===== src/rtl/alu_rs_pkg.sv =====
// Shared types for the ALU reservation station: the slot layout and the
// CDB wakeup helper used both for held entries and for the dispatch bypass.
package alu_rs_pkg;

  localparam int DATA_W  = 8;
  localparam int ROBID_W = 4;

  typedef struct packed {
    logic                    valid;
    logic [7:0]              operand;
    logic [1:0]              src_rdy;
    logic [1:0][ROBID_W-1:0] src_tag;
    logic [1:0][DATA_W-1:0]  src_val;
    logic [7:0]              wbs;
    logic [7:0]              flags;
    logic [ROBID_W-1:0]      robid;
  } rs_entry_t;

  // Capture a broadcast into every still-waiting source whose tag matches.
  function automatic rs_entry_t rs_wake(input rs_entry_t          e,
                                        input logic               hit_valid,
                                        input logic [ROBID_W-1:0] id,
                                        input logic [DATA_W-1:0]  val);
    rs_entry_t r;
    r = e;
    for (int s = 0; s < 2; s++) begin
      if (e.valid && hit_valid && !e.src_rdy[s] && e.src_tag[s] == id) begin
        r.src_rdy[s] = 1'b1;
        r.src_val[s] = val;
      end
    end
    return r;
  endfunction

endpackage


===== src/rtl/alu_rs_select.sv =====
// First-set priority encoder: reports the lowest set bit of the eligible
// vector, which in the compacting queue is the oldest ready entry.
module alu_rs_select #(
  parameter int N = 4
) (
  input  logic [N-1:0]         eligible,
  output logic                 found,
  output logic [$clog2(N)-1:0] idx
);

  always_comb begin
    found = 1'b0;
    idx   = '0;
    for (int i = N - 1; i >= 0; i--) begin
      if (eligible[i]) begin
        found = 1'b1;
        idx   = ($clog2(N))'(i);
      end
    end
  end

endmodule


===== src/rtl/alu_rs.sv =====
// Reservation station for the ALU unit: holds dispatched ops until both
// sources are ready, snoops the CDB, and issues oldest-ready-first.
module alu_rs #(
  parameter int ENTRIES = 4,
  parameter int DATA_W  = 8,
  parameter int ROBID_W = 4
) (
  input  logic                            clk,
  input  logic                            rst,
  input  logic                            flush,
  input  logic                            disp_valid,
  output logic                            disp_ready,
  input  logic [7:0]                      disp_operand,
  input  logic [1:0]                      disp_src_rdy,
  input  logic [1:0][ROBID_W-1:0]         disp_src_tag,
  input  logic [1:0][DATA_W-1:0]          disp_src_val,
  input  logic [7:0]                      disp_wbs,
  input  logic [7:0]                      disp_flags,
  input  logic [ROBID_W-1:0]              disp_robid,
  input  logic                            cdb_valid,
  input  logic [ROBID_W-1:0]              cdb_id,
  input  logic [DATA_W-1:0]               cdb_val,
  input  logic                            fu_busy,
  output logic                            input_transmit,
  output logic [7:0]                      operand,
  output logic [1:0][DATA_W-1:0]          depvals,
  output logic [7:0]                      wbs,
  output logic [7:0]                      flags,
  output logic [ROBID_W-1:0]              robid,
  output logic [$clog2(ENTRIES+1)-1:0]    occupancy
);

  // Slot storage uses the package struct, so DATA_W/ROBID_W must stay at the
  // package values when this block is instantiated.
  import alu_rs_pkg::rs_entry_t;
  import alu_rs_pkg::rs_wake;

  localparam int OCC_W = $clog2(ENTRIES + 1);
  localparam int IDX_W = $clog2(ENTRIES);

  rs_entry_t          q      [ENTRIES];
  rs_entry_t          woke   [ENTRIES];
  rs_entry_t          q_nxt  [ENTRIES];
  rs_entry_t          disp_entry;
  rs_entry_t          sel_entry;
  logic [ENTRIES-1:0] eligible;
  logic               sel_found;
  logic [IDX_W-1:0]   sel_idx;
  logic               slot_load;
  logic               remove;
  logic               accept;
  logic [OCC_W-1:0]   occ_after;

  // Handshakes: dispatch transfers when disp_valid && disp_ready at a rising
  // edge; the issue slot transfers when input_transmit && !fu_busy, and while
  // input_transmit && fu_busy the whole issue payload is held stable.
  assign disp_ready = !rst && (occupancy < OCC_W'(ENTRIES));
  assign accept     = disp_valid && disp_ready;
  assign slot_load  = !input_transmit || !fu_busy;
  assign remove     = slot_load && sel_found;
  assign occ_after  = occupancy - OCC_W'(remove);

  always_comb begin
    for (int i = 0; i < ENTRIES; i++) begin
      eligible[i] = q[i].valid && (&q[i].src_rdy);
    end
  end

  alu_rs_select #(.N(ENTRIES)) u_select (
    .eligible (eligible),
    .found    (sel_found),
    .idx      (sel_idx)
  );

  always_comb begin
    sel_entry = '0;
    for (int i = 0; i < ENTRIES; i++) begin
      if (sel_idx == IDX_W'(i)) sel_entry = q[i];
    end
  end

  // The incoming op sees this cycle's broadcast too, so a coincident tag
  // cannot slip past it.
  always_comb begin
    disp_entry         = '0;
    disp_entry.valid   = 1'b1;
    disp_entry.operand = disp_operand;
    disp_entry.src_rdy = disp_src_rdy;
    disp_entry.src_tag = disp_src_tag;
    disp_entry.src_val = disp_src_val;
    disp_entry.wbs     = disp_wbs;
    disp_entry.flags   = disp_flags;
    disp_entry.robid   = disp_robid;
    disp_entry         = rs_wake(disp_entry, cdb_valid, cdb_id, cdb_val);
  end

  always_comb begin
    for (int i = 0; i < ENTRIES; i++) begin
      woke[i] = rs_wake(q[i], cdb_valid, cdb_id, cdb_val);
    end
  end

  // Compaction: entries above the issued one slide down, keeping index 0 oldest;
  // the new op lands just above the surviving entries.
  always_comb begin
    for (int i = 0; i < ENTRIES; i++) begin
      q_nxt[i] = woke[i];
    end
    if (remove) begin
      for (int i = 0; i < ENTRIES - 1; i++) begin
        if (i >= int'(sel_idx)) q_nxt[i] = woke[i+1];
      end
      q_nxt[ENTRIES-1] = '0;
    end
    for (int i = 0; i < ENTRIES; i++) begin
      if (accept && occ_after == OCC_W'(i)) q_nxt[i] = disp_entry;
    end
  end

  always_ff @(posedge clk) begin
    if (rst) begin
      for (int i = 0; i < ENTRIES; i++) q[i] <= '0;
      occupancy      <= '0;
      input_transmit <= 1'b0;
      operand        <= '0;
      depvals        <= '0;
      wbs            <= '0;
      flags          <= '0;
      robid          <= '0;
    end else if (flush) begin
      for (int i = 0; i < ENTRIES; i++) q[i] <= '0;
      occupancy      <= '0;
      input_transmit <= 1'b0;
    end else begin
      for (int i = 0; i < ENTRIES; i++) q[i] <= q_nxt[i];
      occupancy <= occ_after + OCC_W'(accept);
      if (slot_load) begin
        input_transmit <= sel_found;
        if (sel_found) begin
          operand <= sel_entry.operand;
          depvals <= sel_entry.src_val;
          wbs     <= sel_entry.wbs;
          flags   <= sel_entry.flags;
          robid   <= sel_entry.robid;
        end
      end
    end
  end

endmodule


===== config.mk =====
export PLATFORM = sky130hd
export DESIGN_NAME = alu_rs
export DESIGN_NICKNAME = d
export VERILOG_FILES = /design/src/rtl/alu_rs_pkg.sv /design/src/rtl/alu_rs_select.sv /design/src/rtl/alu_rs.sv
export SDC_FILE = /design/constraint.sdc
export NUM_CORES = 1
export LEC_CHECK = 0
export CAP_MARGIN = 25
export CORE_UTILIZATION = 35
export CTS_BUF_LIST = sky130_fd_sc_hd__clkbuf_4
export DETAILED_ROUTE_END_ITERATION = 8
export DONT_BUFFER_PORTS = 1
export HOLD_SLACK_MARGIN = 0.1
export PLACE_DENSITY = 0.46
export SKIP_LAST_GASP = 1
export SLEW_MARGIN = 20
export SYNTH_ARGS = -nofsm -noshare
export SYNTH_HDL_FRONTEND = slang
export SYNTH_SLANG_ARGS = --single-unit

===== constraint.sdc =====
create_clock -name clk -period 12.5 [get_ports clk]
set_input_delay 2.5 -clock clk [delete_from_list [all_inputs] [get_ports clk]]
set_output_delay 2.5 -clock clk [all_outputs]
set_load 0.05 [all_outputs]

# Word-level counts from Yosys, hierarchy flattened

Memory sizes are Yosys's and may differ from the RTL's.
Cells that the tools add are included.

Register bits: 48
Memory bits (writable): 220
Input bits: 72
Output and inout bits: 49
Logic and storage cells: 153
Memories: 1

Memories:

| name | words | width | rd ports | clocked after memory_dff | write ports | line         | source |
|---|---|---|---|---|---|---|---|
| q    | 4     | 55    | 4        | 0                        | 4           | alu_rs.sv:41 | `rs_entry_t q [ENTRIES];` |

Add/subtract/negate cells: 2
Magnitude comparators: 4
Equal/unequal tests: 16
Multiplexer cells: 56
Bitwise gates (word level): 9
Reduce and logical (&&, ||, !) cells: 57

Operator list:

| cell                 | count |
|---|---|
| $mux W55             | 15 |
| $mux W220            | 1 |
| $mux W54             | 4 |
| $mux W8              | 10 |
| $eq A4 B4 Y1         | 10 |
| $logic_and A1 B1 Y1  | 35 |
| $mux W1              | 22 |
| $logic_not A1 Y1     | 13 |
| $mux W2              | 4 |
| $or A1 B1 Y1         | 8 |
| $reduce_and A2 Y1    | 4 |
| $eq A3 B2 Y1 const B | 2 |
| $eq A2 B2 Y1 const B | 2 |
| $ge A1 B2 Y1 const A | 2 |
| $add A3 B1 Y3        | 1 |
| $eq A3 B1 Y1 const B | 1 |
| $logic_not A3 Y1     | 1 |
| $lt A3 B3 Y1 const B | 1 |
| $reduce_and A3 Y1    | 1 |
| $sub A3 B1 Y3        | 1 |
| $eq A2 B1 Y1 const B | 1 |
| $ge A2 B2 Y1 const A | 1 |
| $logic_not A2 Y1     | 1 |
| $reduce_or A2 Y1     | 1 |
| 2 further kinds      | 2 |

# Longest topological paths before layout

Gate-level depths: netlist of run 1.
An unclocked memory read counts as a cell.

Depth after elaboration: 13
Mapped depth: 15
Mapped depth without buffers: 12

# By module

From an unflattened synthesis of run 1, not the netlist that was laid out.

Cell total of the unflattened synthesis: 1247
Area total of the unflattened synthesis: 13827.0 um2

Modules (own cells, without submodules):

| module        | instances | cells each | area each (um2) |
|---|---|---|---|
| alu_rs        | 1         | 1240       | 13792.0 |
| alu_rs_select | 1         | 7          | 35.0 |

# Worst setup path before layout of run 1

OpenSTA, ideal clock, no wires.

Kind: input-to-output
Start: input port rst
End: output port disp_ready
Data arrival time: 3.183 ns
Data required time: 10.000 ns
Slack: 6.817 ns
Stages on the path: 1
Buffers on the path: 0
Path through: nor2_1

Cells in the longest elaborated chain, start to end: 2

Ends and longest elaborated chain:

| what                | line         | source |
|---|---|---|
| start, declared     | alu_rs.sv:9  | `input logic rst,` |
| $logic_not A1 Y1    | alu_rs.sv:57 | `assign disp_ready = !rst && (occupancy < OCC_W'(ENTRIES));` |
| $logic_and A1 B1 Y1 | alu_rs.sv:57 |  |
| end, declared       | alu_rs.sv:12 | `output logic disp_ready,` |

No other way between the ends.

# Final worst setup path of run 1

Same ends and word-level chain as after synthesis.

==> out/results.txt, run 1 <==
The flow ran to the end, and the final reports show no timing, DRC or antenna violations. The number of placed I/O pins was 121; the part of the total power dissipated in the clock network was 43.9%. In this run the mean area of a mapped cell was 10.09 um^2. The via density per instance came out at 5.796.

Clock-pin slew was measured on the worst setup and hold paths at 70 ps. In this run the cell area of the synthesized design comes to 0.01349 mm^2. Most frequently used flop master after synthesis: sky130_fd_sc_hd__edfxtp_1.

The top cell type by area accounts for 36.73% of the synthesized area. The number of buffers and inverters on the critical path is 0. The port buffer count is 0, and the final standard cell area without fillers is 0.01537 mm^2. The initial antenna violation count is 1, and the total of flip-flops plus latches after synthesis is 268. The number of cells on the worst reg-to-reg path is 11.

Overall power consumption after layout is estimated at 2068 uW. The slew of the pin with the lowest slew margin came out at 1041 ps. For the later-pin clock latency in the skew report, the log shows 780 ps. In this run the critical register-to-register path is launched from q[1][44].

The xor-xnor portion of the synthesized cell area was 2.597%. Combinational logic is responsible for 7.3% of the overall power. Setup total negative slack on the finished layout was measured at 0 ps. The maximum fanout count along the critical path came out at 5.

In this run, synthesis inferred 165 flip-flops with an integrated enable. The half-perimeter wire length of the detailed placement result came out at 30070 um. Endpoint kind of the worst setup timing path: an output pin. The adder-cell area share of the yosys netlist was 0.2783%. STA puts the critical path data required time at 10000 ps.

The power per standard cell area is 134.5 mW/mm^2. By area, the combinational part of the netlist is dominated by compound AO/OA/AOI/OAI gates. In this run the horizontal extent of the chip is 198.3 um. Setup repair after global routing left no endpoint under its margin.

The startpoint identified for the worst hold timing path is q[2][16]. The logs give 71 for the row count and 71350 um for the first-pass GRT wire length. For the starting density of the core, the log shows 35.73%. The detailed-route DRC error count was 0; the average wire per cell in the routed design was 24.09 um. The logs give 548.5 uW for the power dissipated by switching net loads and 3 for the number of buffers on the longest clock path.

Entering global routing, the biggest net connects 53 pins. Internal power contribution: 1519 uW. Nature of the critical path startpoint: a primary input. Setup slack on the worst reg-to-reg path comes out at 7880 ps. Ranked by total cell area, the synthesized netlist is headed by sky130_fd_sc_hd__edfxtp_1 (37%), sky130_fd_sc_hd__dfxtp_1 (15%), sky130_fd_sc_hd__nand2_1 (6.6%), sky130_fd_sc_hd__o22ai_1 (3.8%), sky130_fd_sc_hd__a311oi_1 (2.9%). The total of endpoints with negative setup slack in the final report is 0.

Worst hold path stage count: 2. The run gives 175.0 MHz as the maximum operating frequency. The tools report the timing startpoint of the critical path as rst. In this run the worst hold path is classified as reg2reg. The worst-case IR drop observed on VDD is 0.00006939 V. In this run the number of H-tree levels came out at 3. Via count of the first global-routing pass: 11170. In this run, the number of DRC markers left after iteration 0 of detailed routing was 1193. The fraction of final layout cells sized beyond drive strength 1 works out to 15.34%. In this run switching power makes up 26.53% of total power.

The cell chosen for the clock root is sky130_fd_sc_hd__clkbuf_4. For this design, the sink count on the clock tree is 268. The logs give 0 for the post-cts resize count and 0.8189 for the weighted congestion at the end of routability-driven global placement.

The post-synthesis to final-layout area growth was 13.93%. Counting the fill cells in the layout gives 3750. Multiplexer cells account for 3.246% of the synthesized area. After Yosys synthesis, and, or, nand and nor cells account for 13.94% of the synthesized area.

The number of nets in the finished design came out at 1469. The share of the core filled with cells in the final layout is 40.71%, and the global-route total usage across every layer is 24.41%. Grouping stages by cell kind, the critical path spends the most delay in simple AND/OR/NAND/NOR gates.

The critical path's slowest cell is sky130_fd_sc_hd__nor2_1. The leakage power figure was 0.005853 uW; the sequential group share of total power was 48.8%. For this run, the number of Yosys warnings is 0.

The total area inside the core boundary comes to 0.03776 mm^2. Endpoint of the most critical register-to-register path: q[3][0]. The floorplan step defined a die boundary enclosing 0.03933 mm^2. The number of max-capacitance violations reported was 0; the clock period minus worst slack was 5714 ps. The library cell with the highest instance count after synthesis is sky130_fd_sc_hd__nand2_1. For the post-route antenna net violation count, the log shows 0. Detailed routing inserted a total of 11430 vias.

The largest total area in the synthesized netlist belongs to sky130_fd_sc_hd__edfxtp_1. The first detailed-routing pass ran for 5 iterations. The share of the synthesized area in compound gates (AO/OA/AOI/OAI) works out to 24.26%.

STA puts the critical path data arrival time at 3210 ps. In this run, distinct cell masters in the synthesized netlist total 63. End point of the most critical hold path: q[2][16]. Post-CTS timing repair inserted 0 buffers for setup. Between clock sinks in the finished design, the worst skew comes to 64.06 ps.

After technology mapping, the gate count stands at 1337. Traced cell by cell, the critical path runs through nor2_1. The tools report the relative slew slack as 30.40%. On the worst path, the slowest cell contributes a delay of 710 ps.

The share of the yosys chip area belonging to registers was 52.02%; the share of flip-flops with an asynchronous set or reset was 0%. Counting instances in the post-synthesis netlist gives the leading cell types as sky130_fd_sc_hd__nand2_1 (237), sky130_fd_sc_hd__edfxtp_1 (165), sky130_fd_sc_hd__dfxtp_1 (103). The count of final max-slew check failures was 0. The run gives 0 as the count of final hold-check violations. TritonCTS built the clock tree.

In this run the cell area measured after placement is 0.01427 mm^2. For the clock buffer count from CTS, the log shows 79. The classification of the worst setup path was in2out.

The share of the clock period used by the worst path was 45.71%; the aggregate global routing overflow was 0. The logs give 47500 um for the routed wire length and 0 for the cts-stage hold buffer count. The height of the die was 198.3 um.
-- sequential cells by signal, indices dropped and copies added, names as in the netlist --
name            flops
depvals            16
flags               8
input_transmit      1
occupancy           3
operand             8
q                 220
robid               4
wbs                 8
-- layout by cell type, fill, tap and decap left out, types with 4 or more instances in the layout --
cell	count
sky130_fd_sc_hd__o221a_2	21
sky130_fd_sc_hd__nor2_1	36
sky130_fd_sc_hd__o21ai_1	9
sky130_fd_sc_hd__a311oi_1	44
sky130_fd_sc_hd__xnor2_1	22
sky130_fd_sc_hd__edfxtp_1	165
sky130_fd_sc_hd__nand2b_1	4
sky130_fd_sc_hd__a2bb2oi_1	8
sky130_fd_sc_hd__a21o_1	44
sky130_fd_sc_hd__a22o_1	34
sky130_fd_sc_hd__nand2_2	5
sky130_fd_sc_hd__nor3_1	6
sky130_fd_sc_hd__inv_1	10
sky130_fd_sc_hd__mux2_2	6
sky130_fd_sc_hd__nand2_1	232
sky130_fd_sc_hd__clkbuf_4	124
sky130_fd_sc_hd__nand3_2	4
sky130_fd_sc_hd__buf_4	24
sky130_fd_sc_hd__nand3_1	52
sky130_fd_sc_hd__o2111ai_1	8
sky130_fd_sc_hd__and3_1	5
sky130_fd_sc_hd__conb_1	54
sky130_fd_sc_hd__a221o_1	8
sky130_fd_sc_hd__o21a_1	4
sky130_fd_sc_hd__o221ai_1	7
sky130_fd_sc_hd__a32oi_1	5
sky130_fd_sc_hd__o211ai_1	12
sky130_fd_sc_hd__and2_1	37
sky130_fd_sc_hd__a21oi_1	46
sky130_fd_sc_hd__nand4_1	6
sky130_fd_sc_hd__clkinv_1	15
sky130_fd_sc_hd__a31oi_1	4
sky130_fd_sc_hd__xor2_1	18
sky130_fd_sc_hd__o221a_1	5
sky130_fd_sc_hd__o21ai_0	55
sky130_fd_sc_hd__a22oi_1	41
sky130_fd_sc_hd__dfxtp_1	103
sky130_fd_sc_hd__mux2i_1	37
sky130_fd_sc_hd__nor2_4	5
sky130_fd_sc_hd__o22ai_1	81
-- cells by family (layout without fill, tap and decap cells) --
group,count (synthesis),after routing
compound gates,449,449
xor+xnor,40,40
fa+ha+maj,3,3
buf+inv,117,187
flops,268,268
mux,43,43
other cells,1,55
simple gates,416,416
-- tightest hold or removal path, delay by kind of cell, from the launching register on --
family / cells / cell delay, ps
AOI/OAI and AO/OA: 1 / 60
DFF: 1 / 320
and+or+nand+nor: 1 / 50
-- area by class of cell --
type                            count  area, um^2  share of cell area [%]
Timing Repair Buffer               29       297.8                   1.938
Antenna cell                        1       2.502                 0.01628
Sequential cell                   268        7017                   45.66
Tap cell                          511       639.4                   4.160
Inverter                           11       41.29                  0.2687
Clock inverter                     23       157.7                   1.026
Multi-Input combinational cell   1005        6282                   40.88
Clock buffer                      124       930.9                   6.057
-- metrics by stage --
step | setup WS, ps | hold slack [ps] | cells
detailed placement | 6435 | 467.7 | 1823
CTS | 6781 | 480.9 | 1970
global placement | 6530 | 459.2 | 1818
finish | 6786 | 477.6 | 1972
global route | 6755 | 508.5 | 1972
floorplan | 6817 | 448.0 | 1390
-- how the worst max path moves through the flow --
stage	endpoint	slack [ps]	cells after the start
2_1_floorplan	disp_ready	6820	1
3_3_place_gp	q[0][11]	6530	9
3_5_place_dp	q[3][21]	6430	11
4_1_cts	disp_ready	6780	1
5_1_grt	disp_ready	6760	1
6_report	disp_ready	6790	1
-- power by group through the flow --
stage          Sequential, uW  Combinational, uW  Clock [uW]
2_1_floorplan            1020                107           0
3_3_place_gp             1030                146           0
3_5_place_dp             1030                150           0
4_1_cts                  1010                150         938
5_1_grt                  1010                165         982
6_report                 1010                151         908
-- layer usage --
metal  global-route usage (%)  vias to the layer above  routed length [um]
li1                         -                     5238                   -
met1                    33.76                     5651               21540
met2                    36.65                      465               21110
met3                    5.757                       76                3759
met4                    9.388                        0                1093
met5                        0                        -                   0
No activity file was read; power rests on OpenSTA's default activity.
==> run 2, diff against run 1 <==
PLACE_DENSITY = 0.48   (was 0.46)
clock period = 4.7 ns   (was 12.5 ns; I/O delays follow)
==> run 2 against run 1 <==
  * Via count rose by 0.52%
  * Final cell count rose by 0.81%
  * Global-route usage down 0.18 points
  * Highest routed layer unchanged
==> out/results.txt, run 2 (synthesized netlist as in run 1, its figures left out) <==
The run finished with clean final reports. The HPWL after detailed placement is 29300 um. The run gives 4890 ps as the arrival time at the worst endpoint. The final clock skew is 59.83 ps.

The post-route worst hold slack was 346.7 ps. The register with the most flip-flops in the layout has 220 of them. Type of the tightest min-delay check: in2reg.

Final total power: 5592 uW. Clock-pin slew was measured on the worst setup and hold paths at 70 ps. Counting I/O delays and the setup requirement, the final critical path takes 4274 ps. The classification of the worst setup path was reg2reg.

IR analysis of the VDD net gives a maximum drop of 0.0001728 V. The initial antenna violation count is 1, and the share of the clock period used by the worst path is 90.93%. The largest net degree at the start of global routing is 46. The floorplan step defined a core boundary enclosing 0.03776 mm^2.

Along the worst path, the maximum fanout reaches 12. The run gives 0 as the detailed-route DRC error count. The slack of the worst reg-to-reg path was 430 ps. The tools report the total via count after detailed routing as 11490. The tool flagged a number of max-cap violations equal to 0. The number of placed I/O pins is 121. The first detailed-routing pass took 6 iterations. Among all stages on the critical path, the largest delay is contributed by sky130_fd_sc_hd__o21ai_1. In the final layout, the registers with the most flip-flops are q: 220 flops, depvals: 16 flops. Counting flops per register, the top entry is q. The port buffer count works out to 0.

The count of final max-slew check failures is 0. The average wire per cell in the routed design is 23.78 um. TritonCTS built the clock tree. The number of H-tree levels is 3, and the instance count after placement with tap cells included is 1837.

The starting density of the core is 35.73%. For this run, the slowest stage of the critical path takes 640 ps. The number of buffers on the longest clock path is 3. The final instance count without filler cells was 1988. The worst setup path is launched from a register. The cts-stage hold buffer count is 0. The count of nets left with antenna violations once routing finished came out at 0. Global routing used 24.23% of the available tracks. The most frequent standard cell in the layout excluding fill and tap cells is sky130_fd_sc_hd__nand2_1.

For this run, the top clock speed supported by timing is 234.0 MHz. The tools report the row count as 71. The fraction of final layout cells sized beyond drive strength 1 was 16.73%. The startpoint of the lowest-slack register-to-register path is q[1][44].

The floorplan step set the die height to 198.3 um. The critical path goes through and3_1 -> or4_1 -> nand2_1 -> inv_1 -> ha_1 -> ha_1 -> nor4b_4 -> and3_2 -> nand2_1 -> o21ai_1 -> o221a_2. In the layout the commonest cells are sky130_fd_sc_hd__nand2_1 (233), sky130_fd_sc_hd__edfxtp_1 (165), sky130_fd_sc_hd__clkbuf_4 (140). Setup slack closes at 426.2 ps. The number of cells traversed by the worst register-to-register path came out at 11. The worst pin sits at a relative slew slack of 36.65%. Measured along the x axis, the die boundary spans 198.3 um.

The power per standard cell area is 361.7 mW/mm^2, and the sink count of the clock tree is 268. The worst hold path terminates at q[2][20]. Relative to the synthesized area, the layout overhead comes to 14.61%. The analysis attributes to cell leakage a power of 0.005957 uW. The later pin in the worst-skew pair is clocked with a latency of 760 ps. In the final design database the tool counted 1484 nets.

The count of final hold-check violations came out at 0. The clock buffer count from CTS is 80. The logs give 47280 um for the routed wire length and 0 for the aggregate global routing overflow.

The run gives 11140 as the via count of the first global-routing pass. At the placement stage, the worst setup path has a slack of 488.0 ps. The run gives 958 as the violation count after the first detailed-routing iteration.

The endpoint of the most critical register-to-register path is q[0][33]. Routability-driven placement finished with a final weighted congestion of 0.8761. Setup violations remaining at the end of the flow were counted as 0. The first global-routing pass estimated 70890 um of wire. The worst hold path startpoint is cdb_val[0]. The post-route setup TNS was 0 ps. Counting instances, the worst hold path has a depth of 2. The run gives 0.03933 mm^2 as the area of the die. Using the TritonRoute via totals, the vias-per-cell ratio works out to 5.780.

The run gives 0 as the post-CTS setup-driven buffer insertion count. STA classifies the critical path endpoint as a register. The slew of the pin with the lowest slew margin is 939.9 ps. Setup repair after global routing left no endpoint under its margin. The cell sitting at the root of the clock tree is a sky130_fd_sc_hd__clkbuf_4. Required time at the endpoint of the critical path: 5310 ps.

The run gives 0 as the post-cts resize count.
## run 2: worst max path at each step
stage / start / to
2_1_floorplan: q[0][44] / q[3][26]
3_3_place_gp: q[1][44] / q[0][33]
3_5_place_dp: q[3][44] / q[0][35]
4_1_cts: q[1][44] / q[0][33]
5_1_grt: q[1][44] / q[0][32]
6_report: q[1][44] / q[0][33]
## run 2: report_power, final
part / leakage [uW] / switching [uW] / internal [uW]
Sequential: 0.00263 / 81.3 / 2600
Clock: 0.000684 / 1070 / 1440
Combinational: 0.00264 / 280 / 129
Total: 0.00596 / 1430 / 4160
## run 2: area by class of cell
| type | count | area [um^2] |
|---|---|---|
| Timing Repair Buffer | 43 | 335.3 |
| Multi-Input combinational cell | 1005 | 6279 |
| Sequential cell | 268 | 7017 |
| Fill cell | 3788 | 22300 |
| Inverter | 11 | 41.29 |
| Antenna cell | 1 | 2.502 |
| Clock inverter | 9 | 95.09 |
| Tap cell | 511 | 639.4 |
| Clock buffer | 140 | 1051 |
## run 2: routing by layer
layer | vias to the layer above | part of all wire [%] | GRT usage (%)
li1 | 5271 | - | -
met4 | 0 | 1.9 | 7.867
met1 | 5670 | 45 | 32.57
met5 | - | 0 | 0
met2 | 477 | 46 | 38.01
met3 | 72 | 7.7 | 5.910
## run 2: per-stage QoR
step	instance area, um^2	utilization, %
finish	15460	40.95
global route	15460	40.95
CTS	15450	40.92
detailed placement	14300	37.89
global placement	14300	37.89
floorplan	13690	-
## run 2: critical path, delay by kind of cell (launching register included)
family | cells | cell delay, ps
AND/OR/NAND/NOR | 6 | 2200
adder cells (fa/ha/maj) | 2 | 410
flip-flops | 1 | 480
buffers and inverters | 1 | 80
AO/OA/AOI/OAI | 2 | 950
==> variant 1, RTL diff (flow settings as in run 2) <==
Put one more register stage on the output `flags`. The value now appears one clock later. The other outputs are not delayed to match.
--- a/src/rtl/alu_rs.sv
+++ b/src/rtl/alu_rs.sv
@@ -37,6 +37,8 @@
 
   localparam int OCC_W = $clog2(ENTRIES + 1);
   localparam int IDX_W = $clog2(ENTRIES);
+
+  logic [7:0] flags_s0;
 
   rs_entry_t          q      [ENTRIES];
   rs_entry_t          woke   [ENTRIES];
@@ -125,7 +127,7 @@
       operand        <= '0;
       depvals        <= '0;
       wbs            <= '0;
-      flags          <= '0;
+      flags_s0       <= '0;
       robid          <= '0;
     end else if (flush) begin
       for (int i = 0; i < ENTRIES; i++) q[i] <= '0;
@@ -140,12 +142,16 @@
           operand <= sel_entry.operand;
           depvals <= sel_entry.src_val;
           wbs     <= sel_entry.wbs;
-          flags   <= sel_entry.flags;
+          flags_s0 <= sel_entry.flags;
           robid   <= sel_entry.robid;
         end
       end
     end
   end
 
+  always_ff @(posedge clk) begin
+    flags <= flags_s0;
+  end
+
 endmodule
 
Function: changed (Yosys sat finds a counterexample within 4 cycles, from zero or initial values and one cycle with rst high).
==> variant 1 against run 2 <==
- total power increased by 4.0%
- worst setup slack got worse by 60 ps
- cell area increased by 5.0%
- wire length increased by 16%
- clock skew increased by 6.9 ps
- final cell count decreased by 0.20%
- sequential power increased by 3%
- combinational power increased by 25%
- clock power increased by 2%
- synthesized area increased by 4.9%
- global-route usage increased by 2.3 points
- sequential cell count increased by 8
- highest routed layer unchanged
==> variant 1: results (changes against run 2) <==
[clocking]
clk_pin_slew_worst_paths_ps=70  ; about the same
numCtsBuffers=83  ; +3.8%
max-clock-path-buffers=3  ; unchanged
cts_setup_buffers=0  ; unchanged
cts-root-buf=clkbuf_4
clock_latency_ps=790  ; +30 ps
cts_resized=0  ; unchanged
htree_levels=3  ; unchanged

[routing]
dr.pass1.iters=8  ; +2
wl_um=54800  ; +16%
via_per_inst=6.28  ; +8.6%
drtIter0Drc=1141  ; +19%
routedWlPerCell_um=27.6  ; +16%

[sta]
worst_clock_skew_ps=66.7  ; +6.90 ps
slew_headroom_pct=25.9  ; -11 points

[global_route]
grt_pass1_vias=12200  ; +9.4%
grt_usage_pct=26.6  ; +2.3 points
antenna_found_initial=2  ; +1
gr-usage-met3_pct=7.42  ; +1.5 points
grt_max_degree=45  ; -2.2%
grt_use_met2_pct=40.5  ; +2.5 points
met1_usage_pct=36.0  ; +3.4 points
grt_pass1_wl_um=81500  ; +15%

[yosys]
ys_types=58  ; -7.9%
syn_area_per_cell_um2=10.7  ; +5.6%
ys_top_cells_by_area=edfxtp_1 35%, dfxtp_1 16%, o221ai_1 5.4%, a22oi_1 4.7%, and3_1 3.7%
synth_edf_count=165  ; unchanged
synth-seq-area-share_pct=50.7  ; -1.3 points
synth_common_cells=165 x edfxtp_1, 111 x dfxtp_1, 99 x clkbuf_1
yosys_warnings=0  ; unchanged
synthArstFlopShare_pct=0  ; unchanged
synth_flop_cell=edfxtp_1

[setup_path]
crit_family=simple AND/OR/NAND/NOR gates
cp_max_fo=25  ; +13
crit_arrival_ps=4950  ; +60 ps
cpPeakStageDelay_ps=720  ; +80 ps
critical_path.slowest_cell=or4b_1

[cells_and_area]
reg_top3=q: 220 flops, depvals: 16 flops
final_nets=1464  ; -1.3%
drive_gt1_share_pct=17.0  ; +0.29 points

[placed_design]
placedCellCount=1829  ; -0.44%
place_ws_ps=427  ; -61.1 ps
dp_hpwl_um=34400  ; +17%
routabilityCongestion=0.873  ; -0.32%
place.port_buffers=0  ; unchanged
place_area_um2=15100  ; +5.5%

[pwr]
vdd_drop_max_mv=0.155  ; -10%
leakage_nw=5.83  ; -2.2%

[status]
outcome=finished clean

[min_path]
worstHoldPathType=reg -> reg

variant 1: layout make-up:
type                       instances  area, µm²
antenna                            2       5.00
clock buffer                     131        983
clock inverter                    22        163
fill                            3958      23600
inverter                          14       52.6
multi-input combinational        958       6740
sequential                       276       7180
tap                              525        657
timing repair buffer              56        458
variant 1: layer usage:
layer / share of wire [%] / vias to the layer above
li1: - / 5510
met1: 43 / 6215
met2: 45 / 629
met3: 9.9 / 103
met4: 2.5 / 0
met5: 0 / -
variant 1: final timing paths:
kind | endpoint | from | cells after the start | slack [ps]
setup / recovery | q[0][23]$_SDFFCE_PN0P_ | q[0][44]$_SDFFCE_PN0P_ | 12 | 370
hold / removal | flags[6]$_DFF_P_ | flags_s0[6]$_SDFFE_PP0P_ | 0 | 350
setup reg to reg | q[0][23]$_SDFFCE_PN0P_ | q[0][44]$_SDFFCE_PN0P_ | 12 | 370
hold reg to reg | flags[6]$_DFF_P_ | flags_s0[6]$_SDFFE_PP0P_ | 0 | 350
variant 1: cells by family (layout without fill, tap and decap cells):
| group | count (synthesis) | in the layout | share of synthesized area (%) |
|---|---|---|---|
| flip-flops | 276 | 276 | 50.7 |
| other | 1 | 56 | 0.0265 |
| AND/OR/NAND/NOR | 281 | 281 | 10.2 |
| multiplexers | 16 | 16 | 1.13 |
| XOR/XNOR | 37 | 37 | 2.29 |
| buffers and inverters | 147 | 223 | 4.28 |
| AO/OA/AOI/OAI | 567 | 567 | 31.1 |
| adder cells (fa/ha/maj) | 3 | 3 | 0.265 |
variant 1: power breakdown:
group	total, mW	switching, mW	leakage [nW]	internal [mW]
sequential	2.75	0.0830	2.70	2.67
combinational	0.510	0.348	2.44	0.162
clock	2.55	1.13	0.683	1.42
total	5.81	1.56	5.83	4.25
==> variant 2, RTL diff (settings of run 2) <==
Made on the original files. `ROBID_W` is set to 4 in 2 places; all go to 5.
--- a/src/rtl/alu_rs_pkg.sv
+++ b/src/rtl/alu_rs_pkg.sv
@@ -3,7 +3,7 @@
 package alu_rs_pkg;
 
   localparam int DATA_W  = 8;
-  localparam int ROBID_W = 4;
+  localparam int ROBID_W = 5;
 
   typedef struct packed {
     logic                    valid;
--- a/src/rtl/alu_rs.sv
+++ b/src/rtl/alu_rs.sv
@@ -3,7 +3,7 @@
 module alu_rs #(
   parameter int ENTRIES = 4,
   parameter int DATA_W  = 8,
-  parameter int ROBID_W = 4
+  parameter int ROBID_W = 5
 ) (
   input  logic                            clk,
   input  logic                            rst,
Ports: changed (resized cdb_id, disp_robid, disp_src_tag and robid); port bits go from 121 to 126. No check against the original RTL was run, so the function may have changed too.
==> variant 2 against run 2 <==
- first-iteration DRC count fell by 3.1%
- wire length rose by 9.9%
- cell area rose by 5.8%
- final cell count rose by 4.3%
- synthesized area rose by 6.8%
- largest power group unchanged
- highest routed layer unchanged
- total power rose by 3.2%
- critical endpoint is now q[2][25]$_SDFFE_PP0P_
- sequential cell count rose by 13
- worst setup slack improved by 410 ps
==> variant 2: results (changes against run 2) <==
[min_path]
holdPathStages=1  ; -1

[yosys]
ys_types=57  ; -9.5%
synth_common_cells=174 x edfxtp_1, 146 x a21oi_1, 118 x a22o_1
synth_compound_area_share_pct=27.3  ; +3.0 points
syn_inst=1423  ; +6.4%
synthMuxAreaShare_pct=1.11  ; -2.1 points
synth-xor-area-share_pct=3.22  ; +0.63 points
synth-seq-area-share_pct=51.2  ; -0.87 points
synth_edf_count=174  ; +5.5%
ys_top_cells_by_area=edfxtp_1 36%, dfxtp_1 15%, a22o_1 7.2%, a21oi_1 5.1%, and2_1 3.8%
synth_fa_ha_area_share_pct=0.261  ; -0.018 points
synthArstFlopShare_pct=0  ; unchanged

[clocking]
numCtsBuffers=83  ; +3.8%
clk_pin_slew_worst_paths_ps=70  ; about the same
clock_latency_ps=780  ; +20 ps

[cells_and_area]
reg_top3=q: 232 flops, depvals: 16 flops
stdcell_count=2074  ; +4.3%
fill_cells=4051  ; +6.9%
seqCellArea_um2=7370  ; +5.0%
drive_gt1_share_pct=14.1  ; -2.6 points
final_nets=1555  ; +4.8%

[setup_path]
cp_max_fo=18  ; +6
crit_arrival_ps=4520  ; -370 ps
ff2ff_path_depth=10  ; -1

[global_route]
grt_usage_pct=24.9  ; +0.71 points
met1_usage_pct=32.4  ; -0.21 points
grt_use_met2_pct=39.7  ; +1.7 points
grt_pass1_vias=12300  ; +10%
grt_pass1_wl_um=78000  ; +10%
grt_max_degree=52  ; +13%
gr-usage-met3_pct=6.32  ; +0.41 points

[routing]
dr.pass1.iters=7  ; +1
routedWlPerCell_um=25.1  ; +5.4%
via_per_inst=5.90  ; +2.1%
drtIter0Drc=928  ; -3.1%

[status]
outcome=finished clean

[placed_design]
routabilityCongestion=0.860  ; -1.9%
dp_hpwl_um=33300  ; +14%
place_area_um2=15200  ; +6.2%
placedCellCount=1916  ; +4.3%
place_ws_ps=851  ; +363 ps

[sta]
slew_headroom_pct=32.3  ; -4.3 points
drv_slew=0  ; unchanged
worst_clock_skew_ps=49.7  ; -10.1 ps

[pwr]
vdd_drop_max_mv=0.155  ; -10%
leakage_nw=5.81  ; -2.5%

==> variant 2: changes by cell type after synthesis, sizes merged, moves of 44 or more <==
| cell | change |
|---|---|
| a22o | +84 |
| a21oi | +100 |
| o22ai | -62 |
| o32ai | +47 |
| o221ai | +54 |
| and2 | +49 |
| nor2 | +44 |
| nand2 | -132 |
| nand3 | -44 |
| a311oi | -44 |
==> variant 2: final cells by class <==
cell class              instances  area share [%]
diodes                          2          0.0306
clock buffers                 137            6.29
clock inverters                19           0.826
inverters                      16           0.367
multi-input cells            1050            41.0
flip-flops and latches        281            45.0
well taps                     525            4.02
repair buffers                 44            2.39
==> variant 2: logic make-up (layout without fill, tap and decap cells) <==
kind of cell             after synthesis  after routing
buffers and inverters                145            216
other                                  1             56
adder cells (fa/ha/maj)                3              3
AND/OR/NAND/NOR                      372            372
flip-flops                           281            281
multiplexers                          16             16
XOR/XNOR                              53             53
AO/OA/AOI/OAI                        552            552
==> variant 2: power breakdown <==
part / switching [mW] / internal, mW / total [mW] / leakage (nW)
Clock: 1.13 / 1.42 / 2.56 / 0.686
Combinational: 0.270 / 0.141 / 0.412 / 2.36
Sequential: 0.0791 / 2.72 / 2.80 / 2.77
Total: 1.48 / 4.29 / 5.77 / 5.81
==> variant 2: final timing paths <==
kind	startpoint	endpoint	slack, ps
setup / recovery	q[1][48]$_SDFFCE_PN0P_	q[2][25]$_SDFFE_PP0P_	840
hold / removal	rst	flags[4]$_SDFFE_PP0P_	240
setup reg to reg	q[1][48]$_SDFFCE_PN0P_	q[2][25]$_SDFFE_PP0P_	840
hold reg to reg	q[2][13]$_SDFFE_PP0P_	q[2][13]$_SDFFE_PP0P_	510
==> variant 2: routing by layer <==
layer / share of wire [%] / vias up
li1: - / 5595
met1: 43 / 6081
met2: 46 / 483
met3: 8.2 / 75
met4: 2.8 / 0
met5: 0 / -
==> variant 2: worst max-delay path, cell delays in order, from the launching register on <==
cell and delay [ps]:
edfxtp_1 460, and3_1 340, o41ai_4 560, inv_1 130, ha_1 200, ha_1 240, nor4b_4 370, nor3b_4 270
buf_4 270, nand2_1 500, o221ai_1 390
